<file path="config.mk">
export PLATFORM = sky130hd
export DESIGN_NAME = debug_frame_tx
export DESIGN_NICKNAME = d
export VERILOG_FILES = /design/src/rtl/debug_frame_tx.sv
export SDC_FILE = /design/constraint.sdc
export NUM_CORES = 1
export LEC_CHECK = 0
export BUFFER_PORTS_ARGS = -buffer_cell sky130_fd_sc_hd__buf_2
export CAP_MARGIN = 20
export CORE_MARGIN = 10
export CORE_UTILIZATION = 50
export DETAILED_ROUTE_END_ITERATION = 12
export GPL_TIMING_DRIVEN = 0
export HOLD_SLACK_MARGIN = 0.08
export PLACE_DENSITY = 0.77
export SLEW_MARGIN = 10
export SYNTH_ARGS = -nofsm -noshare
export SYNTH_HDL_FRONTEND = slang
export SYNTH_SLANG_ARGS = --single-unit
</file>
<file path="constraint.sdc">
create_clock -name i_clock -period 5.5 [get_ports i_clock]
set_clock_uncertainty 0.2 [all_clocks]
set_input_delay 0.55 -clock i_clock [delete_from_list [all_inputs] [get_ports i_clock]]
set_output_delay 0.55 -clock i_clock [all_outputs]
set_load 0.02 [all_outputs]
</file>
<file path="src/rtl/debug_frame_tx.sv">
`default_nettype none
// ============================================================================
// Module      : debug_frame_tx
// Description : Debug-unit TX framer. On a send request it snapshots
//               N_WORDS state words and streams HEADER, the data bytes
//               (word 0 first, LSB first) and an XOR checksum of the data
//               bytes to a UART transmitter via start/available/done.
// Revision    : 1.0 - initial release
// ============================================================================
module debug_frame_tx #(
    parameter int                         DATA_WIDTH      = 32,
    parameter int                         DATA_WIDTH_UART = 8,
    parameter int                         N_WORDS         = 2,
    parameter logic [DATA_WIDTH_UART-1:0] HEADER          = 8'hA5
) (
    input  logic                            i_clock,
    input  logic                            i_reset,
    input  logic                            i_send,
    input  logic [N_WORDS*DATA_WIDTH-1:0]   i_words,
    input  logic                            i_tx_available,
    input  logic                            i_tx_done,
    output logic                            o_tx_signal,
    output logic [DATA_WIDTH_UART-1:0]      o_tx_byte,
    output logic                            o_busy,
    output logic                            o_done
);

    localparam int BPW     = DATA_WIDTH / DATA_WIDTH_UART;
    localparam int BC_W    = $clog2(BPW) + 1;
    localparam int WC_W    = $clog2(N_WORDS) + 1;
    localparam int FRAME_W = N_WORDS * DATA_WIDTH;

    typedef enum logic [1:0] {
        IDLE       = 2'd0,
        WAIT_AVAIL = 2'd1,
        WAIT_DONE  = 2'd2,
        FINISH     = 2'd3
    } state_t;

    typedef enum logic [1:0] {
        PH_HEADER   = 2'd0,
        PH_DATA     = 2'd1,
        PH_CHECKSUM = 2'd2
    } phase_t;

    state_t                     state,      state_next;
    phase_t                     phase,      phase_next;
    // Snapshot is consumed by shifting right one byte per acknowledged data
    // byte, so the current data byte is always the low byte.
    logic [FRAME_W-1:0]         snap,       snap_next;
    logic [BC_W-1:0]            byte_cnt,   byte_cnt_next;
    logic [WC_W-1:0]            word_cnt,   word_cnt_next;
    logic [DATA_WIDTH_UART-1:0] checksum,   checksum_next;
    logic                       tx_signal_next;
    logic [DATA_WIDTH_UART-1:0] tx_byte_next;
    logic                       busy_next;
    logic                       done_next;
    logic [DATA_WIDTH_UART-1:0] cur_byte;

    // Select the byte belonging to the current phase of the frame
    always_comb begin
        cur_byte = HEADER;
        case (phase)
            PH_HEADER:   cur_byte = HEADER;
            PH_DATA:     cur_byte = snap[DATA_WIDTH_UART-1:0];
            PH_CHECKSUM: cur_byte = checksum;
            default:     cur_byte = HEADER;
        endcase
    end

    // Next-state and next-output logic; every output is registered below
    always_comb begin
        state_next     = state;
        phase_next     = phase;
        snap_next      = snap;
        byte_cnt_next  = byte_cnt;
        word_cnt_next  = word_cnt;
        checksum_next  = checksum;
        tx_signal_next = 1'b0;
        tx_byte_next   = o_tx_byte;
        busy_next      = o_busy;
        done_next      = 1'b0;

        case (state)
            IDLE: begin
                if (i_send) begin
                    snap_next     = i_words;
                    phase_next    = PH_HEADER;
                    byte_cnt_next = '0;
                    word_cnt_next = '0;
                    checksum_next = '0;
                    busy_next     = 1'b1;
                    state_next    = WAIT_AVAIL;
                end
            end

            WAIT_AVAIL: begin
                if (i_tx_available) begin
                    tx_byte_next   = cur_byte;
                    tx_signal_next = 1'b1;
                    state_next     = WAIT_DONE;
                end
            end

            WAIT_DONE: begin
                // A done coinciding with our own start pulse cannot refer to
                // the byte just launched, so it is discarded.
                if (i_tx_done && !o_tx_signal) begin
                    state_next = WAIT_AVAIL;
                    case (phase)
                        PH_HEADER: phase_next = PH_DATA;
                        PH_DATA: begin
                            checksum_next = checksum ^ o_tx_byte;
                            snap_next     = snap >> DATA_WIDTH_UART;
                            if (byte_cnt == BC_W'(BPW - 1)) begin
                                byte_cnt_next = '0;
                                if (word_cnt == WC_W'(N_WORDS - 1)) begin
                                    phase_next = PH_CHECKSUM;
                                end else begin
                                    word_cnt_next = word_cnt + 1'b1;
                                end
                            end else begin
                                byte_cnt_next = byte_cnt + 1'b1;
                            end
                        end
                        default: begin
                            state_next = FINISH;
                            done_next  = 1'b1;
                            busy_next  = 1'b0;
                        end
                    endcase
                end
            end

            FINISH: begin
                state_next = IDLE;
            end

            default: begin
                state_next = IDLE;
                busy_next  = 1'b0;
            end
        endcase
    end

    // State, datapath and output registers with synchronous active-low reset
    always_ff @(posedge i_clock) begin
        if (!i_reset) begin
            state       <= IDLE;
            phase       <= PH_HEADER;
            snap        <= '0;
            byte_cnt    <= '0;
            word_cnt    <= '0;
            checksum    <= '0;
            o_tx_signal <= 1'b0;
            o_tx_byte   <= '0;
            o_busy      <= 1'b0;
            o_done      <= 1'b0;
        end else begin
            state       <= state_next;
            phase       <= phase_next;
            snap        <= snap_next;
            byte_cnt    <= byte_cnt_next;
            word_cnt    <= word_cnt_next;
            checksum    <= checksum_next;
            o_tx_signal <= tx_signal_next;
            o_tx_byte   <= tx_byte_next;
            o_busy      <= busy_next;
            o_done      <= done_next;
        end
    end

endmodule
`default_nettype wire
</file>
==> impl_metrics.sql <==
INSERT INTO impl_metrics (metric_group, metric, value, unit) VALUES
('status', 'outcome', 'finished clean', ''),
('clock_network', 'clk_path_buf_depth', '2', ''),
('clock_network', 'post-cts-setup-buffers', '0', ''),
('setup_path', 'ff2ff_path_depth', '8', ''),
('logic_synthesis', 'synthTopCellsByArea', 'dfxtp_1 (44%), nand2_1 (12%), a311oi_1 (9.0%), nor2_1 (6.7%), a311oi_2 (6.1%)', ''),
('logic_synthesis', 'synthTopCellsByCount', 'nand2_1 (131), dfxtp_1 (92), nor2_1 (74)', ''),
('finish', 'num_antenna_cells', '0', ''),
('setup_path', 'critPathBufInv', '3', ''),
('clock_network', 'clock_insertion_delay_worst_skew', '360', 'ps'),
('logic_synthesis', 'post_synth.cell_area_avg', '8.167', 'um2'),
('hold_path', 'hold_class', 'in -> reg', ''),
('logic_synthesis', 'synthesis.instances', '510', ''),
('setup_path', 'worst_path_max_delay_cell', 'a21oi_2', ''),
('clock_network', 'worst_setup_hold_path_clk_slew', '90', 'ps'),
('sta', 'maximum_clock_rate', '463.3', 'MHz'),
('run', 'cap_violations', '0', ''),
('detailed_routing', 'drcViolationCount', '0', ''),
('setup_path', 'reg2reg_start', 'phase[1]', ''),
('placed_design', 'io_buffers', '79', ''),
('detailed_routing', 'drt-wirelength-per-cell', '15.39', 'um'),
('sta', 'fin_setup_tns', '0', 'ps'),
('global_route', 'grt_pass1_wl', '17600', 'um'),
('setup_path', 'setup.worst_path.class', 'reg -> reg', ''),
('detailed_routing', 'drt_wl_total', '10930', 'um'),
('sta', 'finalHoldViolations', '0', ''),
('global_route', 'grt_start_max_net_pins', '14', ''),
('floorplanning', 'io_pins', '80', ''),
('sta', 'final.period_utilization', '0.3925', ''),
('clock_network', 'cts-buffers-inserted', '9', ''),
('setup_path', 'critPathRequiredTime', '5560', 'ps'),
('power', 'fin_total_pwr', '1.358', 'mW'),
('global_route', 'globalRoute.totalOverflow', '0', ''),
('logic_synthesis', 'syn_nets', '585', ''),
('logic_synthesis', 'synth_edf_count', '0', ''),
('floorplanning', 'floorplan.die_area', '0.01238', 'mm2'),
('clock_network', 'clk_sink_count', '92', ''),
('logic_synthesis', 'synth.most_common_cell', 'nand2_1', ''),
('finish', 'fin_util', '0.5938', ''),
('setup_path', 'path_max_fanout', '10', ''),
('sta', 'maxSlewHeadroom', '0.5612', ''),
('floorplanning', 'die_boundary_width', '111.3', 'um'),
('setup_path', 'crit_end', 'snap[32]', ''),
('logic_synthesis', 'post-synth-top-area-fraction', '0.4422', ''),
('detailed_routing', 'firstDrtPassIters', '4', ''),
('sta', 'worstMarginPinSlew', '658.2', 'ps'),
('logic_synthesis', 'ys_dominant_reg_cell', 'dfxtp_1', ''),
('power', 'leakagePower', '1.989', 'nW'),
('logic_synthesis', 'netlist_area', '0.004165', 'mm2'),
('setup_path', 'worst-path-stages', '8', ''),
('placed_design', 'gp_congestion', '0.8327', ''),
('finish', 'design.final.nets', '675', ''),
('setup_path', 'r2r-end', 'snap[32]', ''),
('logic_synthesis', 'synth.largest_area_cell', 'dfxtp_1', ''),
('logic_synthesis', 'synth_sequential_area_ratio', '0.4422', ''),
('clock_network', 'cts.root.buffer_cell', 'clkbuf_8', ''),
('sta', 'layout_min_cycle_time', '2159', 'ps'),
('clock_network', 'hold_bufs_inserted_after_cts', '0', ''),
('setup_path', 'timing.critical_path.from_type', 'flip-flop', ''),
('global_route', 'grt_pass1_vias', '3789', ''),
('clock_network', 'quantity_of_gates_resized_following_cts', '0', ''),
('power', 'power_per_cell_area', '279.7', 'mW/mm2'),
('detailed_routing', 'detail-route-antenna-nets', '0', ''),
('detailed_routing', 'via_count', '3950', ''),
('setup_path', 'critical_path.endpoint_type', 'flip-flop', ''),
('floorplanning', 'number_of_rows_created_at_floorplan', '33', ''),
('detailed_routing', 'route.detailed.vias_per_inst', '5.563', ''),
('sta', 'report.final.setup_viol', '0', ''),
('floorplanning', 'initial_utilization', '0.5095', ''),
('sta', 'grt_setup_unrepaired', 'no', ''),
('logic_synthesis', 'post_synthesis_cell_type_count', '38', ''),
('sta', 'final.hold.worst_slack', '243.7', 'ps');
[worst reg2reg max path: stages (launching register included)]
cell and delay, ps:
dfxtp_1 330, inv_1 100, ha_1 270, nand4b_2 170, a21oi_2 340, buf_6 200, buf_6 140, nor2_1 50
a311oi_1 270
[per-stage QoR]
step                cells  instance area, um2  setup WS [ps]
finish                710                4855           3341
global route          710                4855           3234
CTS                   710                4855           3332
detailed placement    694                4692           3347
global placement      694                4692           3378
floorplan             510                4165           3762
[power by group]
part	leakage (nW)	switching (mW)	internal, mW
clock network	0.0844	0.224	0.176
logic	1.15	0.127	0.0886
registers	0.757	0.0275	0.715
total	1.99	0.378	0.980
[final cells by class]
type,instances,area (um2)
plain buffers,48,244.0
repair buffers,79,395.4
multi-input cells,365,2061
clock buffers,14,152.6
fillers,800,3321
flip-flops and latches,92,1842
inverters,5,18.77
well taps,105,131.4
clock inverters,2,10.01
[state kept, by name, indices dropped and copies added, names as in the netlist, 2 cells and up]
name / flops
byte_cnt: 3
checksum: 8
o_tx_byte: 8
phase: 2
snap: 64
state: 2
word_cnt: 2
[worst min-delay path by stage]
stage / start / end / cells past startpoint
after CTS: i_words[60] / snap[60] / 3
final: i_words[60] / snap[60] / 3
after global placement: snap[59] / snap[59] / 2
after global routing: i_words[63] / snap[63] / 3
after detailed placement: snap[63] / snap[63] / 2
after floorplan: snap[56] / snap[56] / 2
[logic make-up after synthesis]
| family | count (synthesis) | synth area share |
|---|---|---|
| and+or+nand+nor | 243 | 0.2424 |
| AOI/OAI and AO/OA | 115 | 0.2319 |
| DFF | 92 | 0.4422 |
| buffers and inverters | 53 | 0.06308 |
| adders and majority gates | 6 | 0.01802 |
| muxes | 1 | 0.002403 |
[placed cells by master (no fill, tap or decap), types with 2 or more instances in the layout]
master | netlist | routed
nand2_1 | 131 | 131
buf_2 | 21 | 100
dfxtp_1 | 92 | 92
nor2_1 | 74 | 74
a311oi_1 | 43 | 43
a21oi_1 | 26 | 26
clkbuf_1 | 18 | 22
a311oi_2 | 17 | 17
nand3_1 | 14 | 14
o21ai_0 | 11 | 11
clkbuf_8 | 0 | 10
nor3_1 | 7 | 7
ha_1 | 6 | 6
inv_1 | 5 | 5
nand2b_1 | 5 | 5
buf_4 | 4 | 4
a22oi_1 | 4 | 4
a22o_1 | 4 | 4
nor2b_1 | 3 | 3
buf_6 | 3 | 3
o21a_1 | 2 | 2
buf_1 | 2 | 2
nand3b_1 | 2 | 2
clkinv_2 | 0 | 2
[layer usage]
| layer | global-route usage | part of all wire | vias up |
|---|---|---|---|
| li1 | - | - | 1961 |
| met1 | 0.2088 | 0.45 | 1854 |
| met2 | 0.2692 | 0.47 | 119 |
| met3 | 0.03788 | 0.054 | 16 |
| met4 | 0.07284 | 0.020 | 0 |
| met5 | 0 | 0 | - |
No activity file was read; power rests on OpenSTA's default activity.
